$ cat src/rtl/alu_pkg.sv
// alu_pkg: ALU control codes, arbiter FSM states and op-support check
package alu_pkg;
  localparam logic [3:0] ALU_AND  = 4'd0;
  localparam logic [3:0] ALU_OR   = 4'd1;
  localparam logic [3:0] ALU_ADD  = 4'd2;
  localparam logic [3:0] ALU_NOR  = 4'd3;
  localparam logic [3:0] ALU_SUB  = 4'd6;
  localparam logic [3:0] ALU_SLT  = 4'd7;
  localparam logic [3:0] ALU_JMP  = 4'd8;
  localparam logic [3:0] ALU_MUL  = 4'd9;
  localparam logic [3:0] ALU_SLL  = 4'd10;
  localparam logic [3:0] ALU_SGT  = 4'd11;
  localparam logic [3:0] ALU_CLZO = 4'd12;
  typedef enum logic [1:0] {S_IDLE, S_EXEC, S_RESP} state_t;
  function automatic logic alu_op_supported(input logic [3:0] op);
    return op inside {ALU_AND, ALU_OR, ALU_ADD, ALU_NOR, ALU_SUB, ALU_SLT,
                      ALU_JMP, ALU_MUL, ALU_SLL, ALU_SGT, ALU_CLZO};
  endfunction
endpackage

$ cat src/rtl/ALU32Bit.sv
// ALU32Bit: combinational 32-bit ALU selected by ALUControl
module ALU32Bit (
  input  logic [3:0]  ALUControl,
  input  logic [31:0] A,
  input  logic [31:0] B,
  output logic [31:0] ALUResult,
  output logic        Zero
);
  logic [5:0] cnt;
  logic       stop;
  // count leading bits of A equal to B[0] (CLZ when 0, CLO when 1)
  always_comb begin
    cnt = '0;
    stop = 1'b0;
    for (int i = 31; i >= 0; i--) begin
      stop = stop | (A[i] != B[0]);
      cnt = cnt + 6'(!stop);
    end
  end
  // operation select; unimplemented codes give 0
  always_comb begin
    ALUResult = '0;
    case (ALUControl)
      4'd0:  ALUResult = A & B;
      4'd1:  ALUResult = A | B;
      4'd2:  ALUResult = A + B;
      4'd3:  ALUResult = ~(A | B);
      4'd6:  ALUResult = A - B;
      4'd7:  ALUResult = {31'd0, $signed(A) < $signed(B)};
      4'd8:  ALUResult = '0;
      4'd9:  ALUResult = A * B;
      4'd10: ALUResult = A << B[10:6];
      4'd11: ALUResult = {31'd0, $signed(A) > $signed(B)};
      4'd12: ALUResult = {26'd0, cnt};
      default: ALUResult = '0;
    endcase
  end
  assign Zero = ALUResult == '0;
endmodule

$ cat src/rtl/rr_arbiter.sv
// rr_arbiter: round-robin grant starting one past the last granted index
module rr_arbiter #(
  parameter int NREQ = 2,
  parameter int IDXW = (NREQ > 1) ? $clog2(NREQ) : 1
) (
  input  logic [NREQ-1:0] req,
  input  logic [IDXW-1:0] last_grant,
  output logic [NREQ-1:0] gnt,
  output logic [IDXW-1:0] idx,
  output logic            any
);
  logic [IDXW-1:0] c;
  // scan last_grant+1 .. last_grant+NREQ (wrapping), first requester wins
  always_comb begin
    idx = '0;
    any = 1'b0;
    c = '0;
    for (int i = 1; i <= NREQ; i++) begin
      c = IDXW'((int'(last_grant) + i) % NREQ);
      if (!any && req[c]) begin
        any = 1'b1;
        idx = c;
      end
    end
  end
  assign gnt = any ? NREQ'(1) << idx : '0;
endmodule

$ cat src/rtl/alu_share_arbiter.sv
// alu_share_arbiter: round-robin sharing of one ALU32Bit among NREQ requesters
module alu_share_arbiter
  import alu_pkg::*;
#(
  parameter int NREQ = 2,
  parameter int IDXW = (NREQ > 1) ? $clog2(NREQ) : 1
) (
  input  logic             Clk,
  input  logic             Rst,
  input  logic [NREQ-1:0]  req_valid,
  output logic [NREQ-1:0]  req_ready,
  input  logic [NREQ*4-1:0]  req_op,
  input  logic [NREQ*32-1:0] req_a,
  input  logic [NREQ*32-1:0] req_b,
  output logic [NREQ-1:0]  rsp_valid,
  input  logic [NREQ-1:0]  rsp_ready,
  output logic [31:0]      rsp_result,
  output logic             rsp_zero,
  output logic             rsp_err,
  output logic             busy
);
  state_t          state, nstate;
  logic [NREQ-1:0] gnt;
  logic [IDXW-1:0] widx, gidx, last;
  logic            any, accept, done, sup, unused_alu_zero;
  logic [3:0]      op_q;
  logic [31:0]     a_q, b_q, alu_res;

  rr_arbiter #(.NREQ(NREQ), .IDXW(IDXW)) u_rr (
    .req(req_valid), .last_grant(last), .gnt(gnt), .idx(widx), .any(any)
  );

  ALU32Bit u_alu (
    .ALUControl(op_q), .A(a_q), .B(b_q), .ALUResult(alu_res), .Zero(unused_alu_zero)
  );

  assign req_ready = (state == S_IDLE && Rst) ? gnt : '0;
  assign accept    = state == S_IDLE && any;
  assign done      = state == S_RESP && |(rsp_valid & rsp_ready);
  assign sup       = alu_op_supported(op_q);
  assign busy      = state != S_IDLE;

  // state register
  always_ff @(posedge Clk) state <= !Rst ? S_IDLE : nstate;

  // next state: accept -> one exec cycle -> hold until the owner takes the response
  always_comb begin
    nstate = state;
    nstate = state == S_IDLE ? (accept ? S_EXEC : S_IDLE)
           : state == S_EXEC ? S_RESP
           : (done ? S_IDLE : S_RESP);
  end

  // operand latch, result capture and response handshake
  always_ff @(posedge Clk) begin
    if (!Rst) begin
      last       <= IDXW'(NREQ - 1);
      gidx       <= '0;
      op_q       <= '0;
      a_q        <= '0;
      b_q        <= '0;
      rsp_valid  <= '0;
      rsp_result <= '0;
      rsp_zero   <= 1'b0;
      rsp_err    <= 1'b0;
    end else begin
      if (accept) begin
        gidx <= widx;
        op_q <= req_op[4*widx +: 4];
        a_q  <= req_a[32*widx +: 32];
        b_q  <= req_b[32*widx +: 32];
      end
      if (state == S_EXEC) begin
        rsp_result <= sup ? alu_res : '0;
        rsp_zero   <= sup ? alu_res == '0 : 1'b1;
        rsp_err    <= !sup;
        rsp_valid  <= NREQ'(1) << gidx;
      end
      if (done) begin
        rsp_valid <= '0;
        last      <= gidx;
      end
    end
  end
endmodule
$ cat config.mk
export PLATFORM = sky130hd
export DESIGN_NAME = alu_share_arbiter
export DESIGN_NICKNAME = d
export VERILOG_FILES = /design/src/rtl/alu_pkg.sv /design/src/rtl/ALU32Bit.sv /design/src/rtl/rr_arbiter.sv /design/src/rtl/alu_share_arbiter.sv
export SDC_FILE = /design/constraint.sdc
export NUM_CORES = 2
export LEC_CHECK = 0
export CAP_MARGIN = 15
export CORE_UTILIZATION = 55
export CTS_CLUSTER_DIAMETER = 80
export DETAILED_ROUTE_END_ITERATION = 10
export PLACE_DENSITY = 0.75
export SKIP_LAST_GASP = 1
export SLEW_MARGIN = 20
export SYNTH_ARGS = -nofsm -noshare
export SYNTH_HDL_FRONTEND = slang
export SYNTH_SLANG_ARGS = --single-unit
$ cat constraint.sdc
create_clock -name Clk -period 23.3 [get_ports Clk]
set_input_delay 6.99 -clock Clk [delete_from_list [all_inputs] [get_ports Clk]]
set_output_delay 6.99 -clock Clk [all_outputs]
set_load 0.005 [all_outputs]
After elaboration in Yosys (flattened, before gate mapping)
Cells that the tools add are included.
- $add $sub $neg: 35
- $mul: 1
- order comparisons: 4
- equality and inequality tests: 44
- shift operators: 6
- muxes and demuxes: 17
- bitwise gates (word level): 36
- reductions and logical operators: 45
- operator list (cell ; number):
    $pmux W32 S10 ; 1
    $add A6 B1 Y6 ; 30
    $shiftx A64 B7 Y32 ; 2
    $logic_not A1 Y1 ; 34
    $add A32 B32 Y32 ; 1
    $and A32 B32 Y32 ; 1
    $gt A32 B32 Y1 ; 1
    $logic_not A32 Y1 ; 1
    $lt A32 B32 Y1 ; 1
    $mul A32 B32 Y32 ; 1
    $mux W32 ; 1
    $ne A1 B1 Y1 ; 32
    $not A32 Y32 ; 1
    $or A32 B32 Y32 ; 1
    $shl A32 B5 Y32 ; 1
    $sub A32 B32 Y32 ; 1
    $or A1 B1 Y1 ; 31
    $eq A4 B4 Y1 const B ; 5
    $reduce_bool A11 Y1 ; 1
    $mux W1 ; 10
    $mux W2 ; 5
    $eq A4 B2 Y1 const B ; 2
    $eq A4 B3 Y1 const B ; 2
    $shiftx A8 B4 Y4 ; 1
    other kinds (14) ; 21
- register bits: 108
- input port bits: 142
- output and inout port bits: 39
- word-level logic and storage cells: 198

Longest topological paths before layout
- depth after elaboration: 37
- mapped depth: 38
- depth with buffers taken out: 37

By module
A second synthesis with hierarchy kept.
- cell total of the unflattened synthesis: 3629
- area total of the unflattened synthesis: 29231.8 µm²
- modules (own cells, without submodules) (module ; times used ; cells an instance ; area each (µm²) ; seq. area each (µm²)):
    ALU32Bit ; 1 ; 3165 ; 24466.0 ; 0.0
    alu_share_arbiter ; 1 ; 459 ; 4733.3 ; 2162.1
    rr_arbiter ; 1 ; 5 ; 32.5 ; 0.0

Worst setup path before layout
Ideal clock, no wire load.
- path type: input-to-output
- from: input port req_valid[1]
- to: output port req_ready[1]
- data arrival time: 8020 ps
- data required time: 16310 ps
- path slack: 8290 ps
- stages on the path: 4
- path buffers: 2
- cells stage by stage: a21boi_0 > clkbuf_1 > buf_1 > and3_1
- longest elaborated chain between the ends: 9
- elaborated cells on any way between the ends: 13
- RTL lines (element ; RTL line ; source):
    start: declaration ; alu_share_arbiter.sv:10 ; input logic [NREQ-1:0] req_valid,
    $mux W1 (implied by the code) (2 in a row) ; rr_arbiter.sv:20 ; if (!any && req[c]) begin
    $mux W1 ; rr_arbiter.sv:20 ;
    $logic_not A1 Y1 ; rr_arbiter.sv:20 ;
    $logic_and A1 B1 Y1 ; rr_arbiter.sv:20 ;
    $mux W1 ; rr_arbiter.sv:20 ;
    $shl A1 B1 Y2 ; rr_arbiter.sv:26 ; assign gnt = any ? NREQ'(1) << idx : '0;
    $mux W2 (*) ; rr_arbiter.sv:26 ;
    $mux W2 (*) ; alu_share_arbiter.sv:37 ; assign req_ready = (state == S_IDLE && Rst) ? gnt : '0;
    end: declaration ; alu_share_arbiter.sv:11 ; output logic [NREQ-1:0] req_ready,
Mark *: on every way between the ends. The rest lies on a longest branch, timed or not. The select of a mux whose other input is x is not followed.

Worst setup path in the final report
Ends and elaborated chain as after synthesis.

==> summary.md <==
| Metric | Value |
|---|---|
| Max-Cap Viols | `0` |
| IO Count | `181` |
| Initial antenna violation count | `3` |
| Nets@finish | `between 4k and 5k` |
| Slew of the pin with the lowest slew margin | `1.16 ns` |
| Final worst path period need | `15.97 ns` |
| Clk pin slew, worst setup/hold paths | `0.09 ns` |
| RePlAce Congestion | `between 1 and 1.5` |
| FFs w/ async S/R, synth | `0%` |
| Row Count | `83` |
| Syn. warnings | `0` |
| Area grow syn2layout | `9.37%` |
| Final-report max-slew violation count | `0` |
| # fillers | `between 4k and 5k` |
| Clk_lat worst skew | `slightly above 0.4 ns` |
| Tcrit/Tclk final | `68.5%` |
| Pleak | `0.0155 µW` |
| Share of cells above drive strength 1 | `4.10%` |
| Mapped Area | `29100 µm²` |
| Worst Skew | `0.0130 ns` |
| Peak supply drop | `0.000114 V` |
| Worst path cell trace | `clkdlybuf4s50_1 -> a21boi_4 -> and3_1 -> clkdlybuf4s50_1` |
| Crit Path Class | `primary input to primary output` |
| Largest net degree at the start of global routing | `94` |
| Via density | `around 6.3` |
| Most frequent cells in the layout | `inv_1, nand2_1, fa_1, nor2_1, ha_1` |
| Vias post-DR | `27.3k` |
| RSZ-0062 raised after global routing | `no` |
| Final setup viols | `0` |
| Commonest non-fill, non-tap cell in the layout | `inv_1` |
| # Post-CTS Setup Buffers | `0` |
| TritonCTS buffer count | `9` |
| Clock power frac | `5.9%` |
| Clock buffer depth | `2` |
| Status | `finished, final reports clean` |
| Initial core utilization | `56.2%` |
| Total grt overflow | `0` |
| Post-CTS Resized | `0` |
| Die area | `53800 µm²` |
| Worst setup EP type | `primary output` |
| Distinct cell type count after synthesis | `80` |
| Post-synth top flop | `dfxtp_1` |
| FMAX | `62.6 MHz` |
| Slew Limit Headroom | `between 20 and 25%` |
| PD cells | `92.3 nW/µm²` |
| Final ANT Viol Nets | `0` |
| Die Wd | `approximately 230 µm` |
| Hold Path Class | `flip-flop to flip-flop` |
| Final core utilization | `slightly above 60%` |
| Multi-input logic area | `23600 µm²` |
| Slowest library cell on the worst path | `a21boi_4` |
| Largest stage delay, worst path | `0.73 ns` |
| Hold_buf cts | `0` |
| Critical Path AT | `around 9.0 ns` |
| Core Region | `51700 µm²` |
| Syn nets | `between 4k and 5k` |
| Number of synthesized register bits | `between 100 and 150` |
| Yosys top cell area share | `29.9%` |
| EDFF count, synth | `0` |
| Crit path required time | `~16 ns` |
| Routed length per placed instance | `~27 µm` |
| Sequential share of power | `8.4%` |
| Crit start category | `primary input` |
| Clk sink count | `about 110` |
| Pre-antenna DRT Iters | `7` |
| Root Driver | `clkbuf_16` |
| CP max FO | `23` |
| CP delay by family, top | `buffers and inverters` |
| Sequential area share after synthesis | `7.44%` |
| Comb power frac | `between 80 and 90%` |
| First-pass GRT wire length | `about 170000 µm` |
| Total GRT Usage | `44.3%` |
| DRT iter0 DRCs | `between 3k and 4k` |
| Sw power | `1740 µW` |
| DRT Wirelength | `about 120000 µm` |
| Final hold vios | `0` |
| Vias in the first global route | `~27k` |
| P_int | `1190 µW` |
| Main area contributors after synthesis | `fa_1, ha_1, inv_1` |
| Mapped Cells | `~3.6k` |
| Die Y | `232 µm` |
| Reg area | `2170 µm²` |
| HPWL after DPL | `approximately 90000 µm` |
| Worst path buffer plus inverter count | `2` |
| Switching share of power | `59.4%` |
| H-tree levels | `3` |
| R2r setup slk | `11.03 ns` |
| Most used cell, CP | `clkdlybuf4s50_1` |
| Post-synth top area cell | `fa_1` |
| TritonCTS clock tree | `built` |
| Setup_tns | `0 ns` |
| PortBufs | `between 150 and 200` |
| Avg Cell Area, Syn | `around 8 µm²` |
| Drt drc | `0` |
| Hold slack | `0.475 ns` |
stage by stage:
step                instance area, µm²  power [µW]  std cells  setup slack, ns
floorplan                        29100        1880       3639             8.29
global placement                 31500        2640       4345             7.34
detailed placement               31500        2670       4345             7.34
CTS                              31800        2860       4361             7.33
global route                     31800        3160       4362             7.27
finish                           31800        2930       4364             7.33
layout make-up:
| type | count | share of cell area (%) |
|---|---|---|
| multi-input cells | 2632 | 74.2 |
| inverters | 675 | 7.97 |
| repair buffers | 251 | 7.38 |
| flip-flops and latches | 108 | 6.82 |
| well taps | 680 | 2.68 |
| clock buffers | 9 | 0.709 |
| clock inverters | 7 | 0.272 |
| diodes | 2 | 0.0157 |
power groups by stage:
stage          registers, µW  clock network [µW]  logic (µW)
6_report                 247                 172        2510
5_1_grt                  249                 179        2730
2_1_floorplan            230                   0        1650
3_3_place_gp             248                   0        2390
4_1_cts                  245                 175        2440
3_5_place_dp             249                   0        2420
path summary, 6_finish.rpt:
| kind | from | endpoint | cells after the start |
|---|---|---|---|
| worst max-delay path | req_valid[1] | req_ready[1] | 4 |
| worst min-delay path | rsp_err | rsp_err | 2 |
| worst max register to register | b_q[0] | rsp_zero | 38 |
| worst min register to register | rsp_err | rsp_err | 2 |
sequential cells by signal, indices dropped and copies added, names as in the netlist:
register / count
gidx: 1
rsp_zero: 1
op_q: 4
rsp_err: 1
rsp_result: 32
b_q: 32
last: 1
rsp_valid: 2
state: 2
a_q: 32
layer usage:
| metal | vias up | part of all wire, % | global-route usage [%] |
|---|---|---|---|
| li1 | 11800 | - | - |
| met2 | 1742 | 42 | 65.5 |
| met1 | 13400 | 37 | 54.8 |
| met4 | 8 | 7.0 | 26.5 |
| met5 | - | 0.044 | 0 |
| met3 | 424 | 14 | 16.8 |
cells by family (layout without fill, tap and decap cells):
logic type      after synthesis  count (layout)  share of synthesized area [%]
compound gates              591             591                           14.7
xor+xnor                    118             118                           3.56
fa+ha+maj                   691             691                           41.0
buf+inv                     899             942                           11.6
flops                       108             108                           7.44
mux                         130             130                           5.08
other cells                   0               2                              0
simple gates               1102            1102                           16.7
worst register-to-register path, delay by kind of cell (launching register included):
| kind | cells | cell delay [ns] |
|---|---|---|
| DFF | 1 | 0.32 |
| muxes | 1 | 0.15 |
| and+or+nand+nor | 19 | 6.18 |
| adders and majority gates | 9 | 4.43 |
| AOI/OAI and AO/OA | 3 | 0.44 |
| buffers and inverters | 6 | 0.69 |
synthesized netlist by cell type (15+ instances only):
cell,count
a211oi_1,31
a21oi_1,114
a221oi_1,21
buf_1,39
clkbuf_1,184
dfxtp_1,108
fa_1,434
ha_1,257
inv_1,665
mux2i_1,106
nand2_1,570
nand2b_1,23
nand3_1,37
nand4_1,15
nor2_1,275
nor3_1,46
o211a_1,90
o211ai_1,35
o21ai_0,111
o22ai_1,15
or3_1,22
xnor2_1,91
xor2_1,27
Note: power is estimated with default switching activity, not from simulation.
